`config.mk`:
```
export PLATFORM = sky130hd
export DESIGN_NAME = fetch_stage
export DESIGN_NICKNAME = d
export VERILOG_FILES = /design/src/rtl/cpu_pkg.sv /design/src/rtl/if_id_register.sv /design/src/rtl/fetch_stage.sv
export SDC_FILE = /design/constraint.sdc
export NUM_CORES = 1
export LEC_CHECK = 0
export CAP_MARGIN = 30
export CORE_MARGIN = 1.5
export CORE_UTILIZATION = 53
export DETAILED_ROUTE_END_ITERATION = 12
export PLACE_DENSITY = 0.9
export SLEW_MARGIN = 20
export SYNTH_ARGS = -nofsm -noshare
export SYNTH_HDL_FRONTEND = slang
export SYNTH_SLANG_ARGS = --single-unit
```
`constraint.sdc`:
```
create_clock -name clk -period 4.2 [get_ports clk]
set_clock_uncertainty 0.1 [all_clocks]
set_input_delay 1.05 -clock clk [delete_from_list [all_inputs] [get_ports clk]]
set_output_delay 1.05 -clock clk [all_outputs]
set_load 0.05 [all_outputs]
```
`src/rtl/cpu_pkg.sv`:
```
`default_nettype none
// ---------------------------------------------------------------------------
// cpu_pkg : pipeline-wide fetch state encoding and instruction constants
// Revision: 1.0
// ---------------------------------------------------------------------------
package cpu_pkg;

  typedef enum logic [1:0] {
    FETCH = 2'd0,
    HOLD  = 2'd1,
    DRAIN = 2'd2
  } fetch_state_e;

  localparam int unsigned NOP_INSTR = 0;
  localparam int unsigned PC_INCR   = 4;

endpackage
`default_nettype wire

```
`src/rtl/if_id_register.sv`:
```
`default_nettype none
// ---------------------------------------------------------------------------
// if_id_register : IF/ID pipeline register, flush wins over enable
// Revision: 1.0
// ---------------------------------------------------------------------------
module if_id_register
  import cpu_pkg::*;
#(
  parameter int PC_WIDTH    = 32,
  parameter int INSTR_WIDTH = 32
) (
  input  logic                   clk_i,
  input  logic                   reset_i,
  input  logic                   enable_i,
  input  logic                   flush_i,
  input  logic [INSTR_WIDTH-1:0] instr_i,
  input  logic [PC_WIDTH-1:0]    pcplus4_i,
  input  logic                   valid_i,
  output logic [INSTR_WIDTH-1:0] instr_o,
  output logic [PC_WIDTH-1:0]    pcplus4_o,
  output logic                   valid_o
);

  logic [INSTR_WIDTH-1:0] instr_q;
  logic [PC_WIDTH-1:0]    pcplus4_q;
  logic                   valid_q;

  // A bubble clears every field so decode sees a clean nop.
  always_ff @(posedge clk_i) begin
    if (reset_i || flush_i) begin
      instr_q   <= INSTR_WIDTH'(NOP_INSTR);
      pcplus4_q <= '0;
      valid_q   <= 1'b0;
    end else if (enable_i) begin
      instr_q   <= instr_i;
      pcplus4_q <= pcplus4_i;
      valid_q   <= valid_i;
    end
  end

  assign instr_o   = instr_q;
  assign pcplus4_o = pcplus4_q;
  assign valid_o   = valid_q;

endmodule
`default_nettype wire

```
`src/rtl/fetch_stage.sv`:
```
`default_nettype none
// ---------------------------------------------------------------------------
// fetch_stage : PC, single-outstanding imem handshake and IF/ID register
// Revision: 1.0
// ---------------------------------------------------------------------------
module fetch_stage
  import cpu_pkg::*;
#(
  parameter int                  PC_WIDTH    = 32,
  parameter int                  INSTR_WIDTH = 32,
  parameter logic [PC_WIDTH-1:0] RESET_PC    = '0
) (
  input  logic                   clk,
  input  logic                   reset,
  input  logic                   stallF,
  input  logic                   stallD,
  input  logic                   PCSrcD,
  input  logic [PC_WIDTH-1:0]    PCBranchD,
  output logic                   imem_req,
  output logic [PC_WIDTH-1:0]    imem_addr,
  input  logic [INSTR_WIDTH-1:0] imem_rdata,
  input  logic                   imem_ready,
  output logic [INSTR_WIDTH-1:0] InstrD,
  output logic [PC_WIDTH-1:0]    PCPlus4D,
  output logic                   ValidD,
  output logic [PC_WIDTH-1:0]    PCF
);

  localparam logic [PC_WIDTH-1:0] C_PC_STEP = PC_WIDTH'(PC_INCR);

  fetch_state_e           state_q, state_d;
  logic [PC_WIDTH-1:0]    pc_q, pc_d;
  logic [INSTR_WIDTH-1:0] hold_instr_q, hold_instr_d;
  logic [PC_WIDTH-1:0]    pending_pc_q, pending_pc_d;

  logic                   stall;
  logic [PC_WIDTH-1:0]    pc_plus4;
  logic                   ifid_en;
  logic                   ifid_flush;
  logic [INSTR_WIDTH-1:0] ifid_instr;

  always_comb begin
    stall        = stallF | stallD;
    pc_plus4     = pc_q + C_PC_STEP;
    state_d      = state_q;
    pc_d         = pc_q;
    hold_instr_d = hold_instr_q;
    pending_pc_d = pending_pc_q;
    ifid_en      = 1'b0;
    ifid_flush   = 1'b0;
    ifid_instr   = imem_rdata;

    case (state_q)
      FETCH: begin
        if (imem_ready) begin
          if (stall) begin
            // Park the word so the memory is not asked for it again.
            hold_instr_d = imem_rdata;
            state_d      = HOLD;
          end else if (PCSrcD) begin
            ifid_flush = 1'b1;
            pc_d       = PCBranchD;
          end else begin
            ifid_en = 1'b1;
            pc_d    = pc_plus4;
          end
        end else if (!stall) begin
          ifid_flush = 1'b1;
          if (PCSrcD) begin
            pending_pc_d = PCBranchD;
            state_d      = DRAIN;
          end
        end
      end

      HOLD: begin
        if (!stall) begin
          state_d = FETCH;
          if (PCSrcD) begin
            ifid_flush = 1'b1;
            pc_d       = PCBranchD;
          end else begin
            ifid_en    = 1'b1;
            ifid_instr = hold_instr_q;
            pc_d       = pc_plus4;
          end
        end
      end

      DRAIN: begin
        // The old-path request must complete before the redirect is issued.
        ifid_flush = !stall;
        if (imem_ready) begin
          pc_d    = pending_pc_q;
          state_d = FETCH;
        end
      end

      default: begin
        state_d = FETCH;
      end
    endcase
  end

  always_ff @(posedge clk) begin
    if (reset) begin
      state_q      <= FETCH;
      pc_q         <= RESET_PC;
      hold_instr_q <= '0;
      pending_pc_q <= '0;
    end else begin
      state_q      <= state_d;
      pc_q         <= pc_d;
      hold_instr_q <= hold_instr_d;
      pending_pc_q <= pending_pc_d;
    end
  end

  assign imem_req  = (state_q != HOLD) && !reset;
  assign imem_addr = pc_q;
  assign PCF       = pc_q;

  if_id_register #(
    .PC_WIDTH    (PC_WIDTH),
    .INSTR_WIDTH (INSTR_WIDTH)
  ) u_if_id (
    .clk_i     (clk),
    .reset_i   (reset),
    .enable_i  (ifid_en),
    .flush_i   (ifid_flush),
    .instr_i   (ifid_instr),
    .pcplus4_i (pc_plus4),
    .valid_i   (1'b1),
    .instr_o   (InstrD),
    .pcplus4_o (PCPlus4D),
    .valid_o   (ValidD)
  );

endmodule
`default_nettype wire

```
== Word-level counts from Yosys, hierarchy flattened ==
Cells that the tools add are included.

* Bits in registers: 163
* Bits in latches: 0
* Memory bits (writable): 0
* Memory bits (read-only): 0
* Output and inout bits: 130
* Memories: 0

* Add/subtract/negate cells: 1
* Multiply operators: 0
* Div/mod/pow operators: 0
* Magnitude comparators: 0
* Eq/ne operators: 9
* Shift-type cells: 0
* Mux-type cells: 24
* Bitwise operators: 3
* Reduce and logical (&&, ||, !) cells: 10

{| class="wikitable"
|+ Operator list
! cell !! count
|-
| 2-to-1 mux 32 bit || 7
|-
| case mux 32 bit (3 select lines) || 1
|-
| adder 32 x 3 -> 32 bit (second input constant) || 1
|-
| 2-to-1 mux 2 bit || 6
|-
| inequality test 3 bit (second input constant) || 3
|-
| 2-to-1 mux 1 bit || 7
|-
| inequality test 2 bit (second input constant) || 3
|-
| case mux 2 bit (3 select lines) || 1
|-
| AND reduction 3 bit || 2
|-
| AND reduction 5 bit || 1
|-
| AND reduction 4 bit || 1
|-
| case mux 1 bit (3 select lines) || 1
|-
| nonzero test 3 bit || 1
|-
| equality test 2 x 1 -> 1 bit (second input constant) || 1
|-
| equality test 2 bit (second input constant) || 1
|-
| logical NOT 1 bit || 2
|-
| logical NOT 2 bit || 1
|-
| inequality test 2 x 1 -> 1 bit (second input constant) || 1
|-
| NOT 1 bit || 2
|-
| case mux 1 bit (2 select lines) || 1
|-
| logical AND 1 bit || 1
|-
| logical OR 1 bit || 1
|-
| bitwise OR 1 bit || 1
|}

== Depth between registers and ports, before layout ==
* Depth in word-level cells: 5
* Gate-level depth with buffers: 8
* Mapped depth without buffers: 6

== Hierarchy ==
From an unflattened synthesis, not the netlist that was laid out.

* Cells, all modules: 951
* Area total of the unflattened synthesis: 8,036.5 um^2

{| class="wikitable"
|+ By module, submodules not included
! module !! instances !! cells an instance !! area each (um^2) !! seq. area each (um^2)
|-
| fetch_stage || 1 || 741 || 5,698.0 || 1,961.9
|-
| if_id_register || 1 || 210 || 2,338.5 || 1,301.2
|}

== Worst setup path before layout ==
OpenSTA, ideal clock, no wires.

* Kind: input to output
* Start point: input port reset
* End point: output port imem_req
* Arrival: 2.209 ns
* Data required time: 3.050 ns
* Slack: 0.841 ns
* Stages: 3
* Buffers on the path: 2
* Path through: clkbuf_1 > clkbuf_1 > a21oi_1

* Cells in the longest elaborated chain, start to end: 2

{| class="wikitable"
|+ RTL lines
! item !! line !! text
|-
| start, declared || fetch_stage.sv:14 || <nowiki>input logic reset,</nowiki>
|-
| logical NOT 1 bit || fetch_stage.sv:119 || <nowiki>assign imem_req = (state_q != HOLD) && !reset;</nowiki>
|-
| logical AND 1 bit || fetch_stage.sv:119 ||
|-
| end, declared || fetch_stage.sv:19 || <nowiki>output logic imem_req,</nowiki>
|}

Every way passes these cells.

== Worst setup path after layout ==
* Start point: register state_q[1]
* End point: output port imem_req

* Cells in the longest elaborated chain, start to end: 2

{| class="wikitable"
|+ RTL lines
! item !! line !! text
|-
| start, declared || fetch_stage.sv:31 || <nowiki>fetch_state_e state_q, state_d;</nowiki>
|-
| start signal, assigned || fetch_stage.sv:112 || <nowiki>state_q <= state_d;</nowiki>
|-
| inequality test 2 x 1 -> 1 bit || fetch_stage.sv:119 ||
|-
| logical AND 1 bit || fetch_stage.sv:119 ||
|}

Every way passes these cells.

==> metrics.csv <==
metric,value,unit
Synth area leader,sky130_fd_sc_hd__dfxtp_1,
worst max-slew margin expressed relative to the limit,0.499,
portion of synthesized cell area occupied by the leading cell type,0.428,
starting density of the core,0.545,
main combinational cell family by area after synthesis,simple AND/OR/NAND/NOR gates,
routed wire length per instance,17.3,µm
last element of the critical path,imem_req,
post-synthesis adder-cell area fraction,0.00164,
data required time at the worst endpoint,3.05,ns
clock root buffer,sky130_fd_sc_hd__clkbuf_16,
fin nets,1185,
Initial DRT Pass Iterations,6,
Cell Pwr Density,387,nW/µm²
ports placed on the boundary,200,
Synth Instances,995,
worst endpoint data arrival time,2.27,ns
slack of the worst reg-to-reg path,1.36,ns
remaining antenna violation count,0,
FF-to-FF Start,PCF[2]$_SDFFE_PP0P_,
cell count of the worst reg-to-reg path,6,
critical path start-end classification,reg -> out,
vias in the first global route,6739,
clock network latency to the later pin of the worst-skew pair,0.43,ns
Std-Cell Core Area,14000,µm²
compound-cell area share of the yosys netlist,0.194,
total global routing overflow,0,
final number of setup-violating endpoints,0,
DRC errors left,0,
max-cap viol count,0,
Post-Synthesis Cell Area,7630,µm²
share of post-route cells with drive strength above 1,0.0586,
Synth Warn #,0,
share of synthesized registers carrying an async set or reset,0,
clock sinks,163,
count of flip-flops with a built-in enable after synthesis,0,
standby leakage power,3.40,nW
outcome,"finished, final reports clean",
mux contribution to synthesized area,0.00541,
net count after synthesis,1066,
num rows,43,
Synth cell types,57,
Ant. Diodes,0,
top post-synthesis cells by count,"sky130_fd_sc_hd__nand2_1 (209), sky130_fd_sc_hd__dfxtp_1 (163), sky130_fd_sc_hd__a21oi_1 (112), sky130_fd_sc_hd__nor2_1 (93), sky130_fd_sc_hd__clkbuf_1 (75)",
antenna violations before repair,0,
Final Slew Violations,0,
sequential-to-total area share from yosys stat,0.428,
wire length of the first global-routing pass,34800,µm
total clock buffers created by CTS,17,
area share of and/or/nand/nor cells after synthesis,0.259,
RSZ-0062 raised after global routing,no,
Die Area,15100,µm²
area added between synthesis and finish,32.0,%
Tmin final,3.42,ns
"IR drop worst, VDD",0.263,mV
final period utilization,0.815,
startpoint class of the critical path,flop,
post-CTS resize count,0,
Final TNS setup,0,ns
number of H-tree branching levels,4,
"CTS clk-pin slew, worst paths",0.06,ns
Die Y-Extent,123,µm
final routed wirelength across all metal layers,22600,µm
most area-consuming cells after synthesis,"sky130_fd_sc_hd__dfxtp_1 (43%), sky130_fd_sc_hd__nand2_1 (10%), sky130_fd_sc_hd__a21oi_1 (7.3%), sky130_fd_sc_hd__nor2_1 (4.6%), sky130_fd_sc_hd__nand3_1 (4.3%)",
endpoint of the worst register-to-register path,PCF[22]$_SDFFE_PP0P_,
final weighted congestion in routability-driven placement,0.896,
Tightest Pin Transition,0.744,ns
DR iter-0 viols,1006,
xor-xnor portion of the synthesized cell area,0.0299,
crit path launch,state_q[1]$_SDFFE_PP0P_,
Hold/Removal Path Class,reg -> reg,
count of input and output buffers,199,
CTS hold repair buffers,0,
clock tree buffer depth,2,
largest net degree at the start of global routing,95,
FMAX,292,MHz
GRT Resource Usage Total,0.295,
critical path peak fanout,14,
most frequently used cell type in the post-synthesis netlist,sky130_fd_sc_hd__nand2_1,
"Hold Violations, Final",0,
number of placed instances with taps included,1274,
Synth Area per Inst,7.67,µm²
via/cell ratio,5.97,
clock tree from TritonCTS,yes,
"flops & latches, synth",163,
width of the die,123,µm
number of fill cells,1082,
total via count after detailed routing,7804,
placed wire-length estimate after detailed placement,15100,µm
number of standard cells in the final layout excluding fillers,1307,
CP Capture Type,output pin,
"Setup Fix Bufs, Post-CTS",0,
"Top FF cell, synth",sky130_fd_sc_hd__dfxtp_1,
[worst max-delay path, cell delays in order, from the launching register on]
cell and delay [ns]:
sky130_fd_sc_hd__dfxtp_1 0.62, sky130_fd_sc_hd__inv_1 0.15, sky130_fd_sc_hd__a21oi_1 0.23, sky130_fd_sc_hd__clkdlybuf4s50_1 0.84
[per-stage QoR]
step	power [mW]	worst slack (ns)	instance area (µm²)	utilization	hold WS (ns)
finish	3.90	0.776	10100	0.720	0.353
global route	4.01	0.672	10100	0.720	0.374
CTS	3.89	0.785	10000	0.718	0.355
detailed placement	2.33	0.646	9440	0.675	0.347
global placement	2.32	0.716	9440	0.675	0.342
floorplan	2.10	0.841	7630	-	0.336
[sequential cells by signal, indices dropped and copies added (netlist names)]
name and flops:
u_if_id.pcplus4_o 32, pending_pc_q 32, state_q 2, u_if_id.valid_o 1
PCF 32, u_if_id.instr_o 32, hold_instr_q 32
[routing by layer]
metal  global-route usage  up-vias  wire (µm)
li1                     -     3682          -
met1                0.412     3586       9250
met2                0.455      481      10600
met3               0.0577       55       2230
met4                0.107        0        569
met5                    0        -          0
[how the worst min path moves through the flow]
stage                                   from                       endpoint  slack [ns]  cells past startpoint
3_3_place_gp   pending_pc_q[22]$_SDFFE_PP0P_  pending_pc_q[22]$_SDFFE_PP0P_        0.34                      2
6_report       hold_instr_q[10]$_SDFFE_PP0P_  hold_instr_q[10]$_SDFFE_PP0P_        0.35                      2
4_1_cts        pending_pc_q[12]$_SDFFE_PP0P_  pending_pc_q[12]$_SDFFE_PP0P_        0.35                      2
5_1_grt        pending_pc_q[20]$_SDFFE_PP0P_  pending_pc_q[20]$_SDFFE_PP0P_        0.37                      2
2_1_floorplan   pending_pc_q[2]$_SDFFE_PP0P_   pending_pc_q[2]$_SDFFE_PP0P_        0.34                      2
3_5_place_dp   pending_pc_q[12]$_SDFFE_PP0P_  pending_pc_q[12]$_SDFFE_PP0P_        0.35                      2
[placed cells by master (no fill, tap or decap), types with 15 or more instances in the layout]
master,Yosys,routed
sky130_fd_sc_hd__clkbuf_16,0,17
sky130_fd_sc_hd__nand3_1,66,66
sky130_fd_sc_hd__nor2_1,93,93
sky130_fd_sc_hd__a311oi_1,34,34
sky130_fd_sc_hd__xnor2_1,19,19
sky130_fd_sc_hd__clkdlybuf4s50_1,0,198
sky130_fd_sc_hd__nand2_1,209,208
sky130_fd_sc_hd__dfxtp_1,163,163
sky130_fd_sc_hd__nor3_1,17,17
sky130_fd_sc_hd__buf_4,34,15
sky130_fd_sc_hd__a211oi_1,31,31
sky130_fd_sc_hd__a21oi_1,112,112
[kinds of logic after synthesis]
group,count (synthesis)
AOI/OAI and AO/OA,229
xor gates and xnor gates,26
adders and majority gates,1
buffers and inverters,128
DFF,163
muxes,4
and+or+nand+nor,444
[power by group]
part | internal, mW | switching (mW)
sequential | 1.61 | 0.0615
clock | 0.976 | 0.615
combinational | 0.232 | 0.408
[cell type report]
class	instances	area (µm²)	share of cell area
repair buffers	218	2190	0.217
multi-input cells	704	3760	0.373
clock inverters	10	130	0.0129
clock buffers	22	474	0.0471
flip-flops and latches	163	3260	0.324
well taps	180	225	0.0224
inverters	10	37.5	0.00373
(Power assumes the default switching activity.)
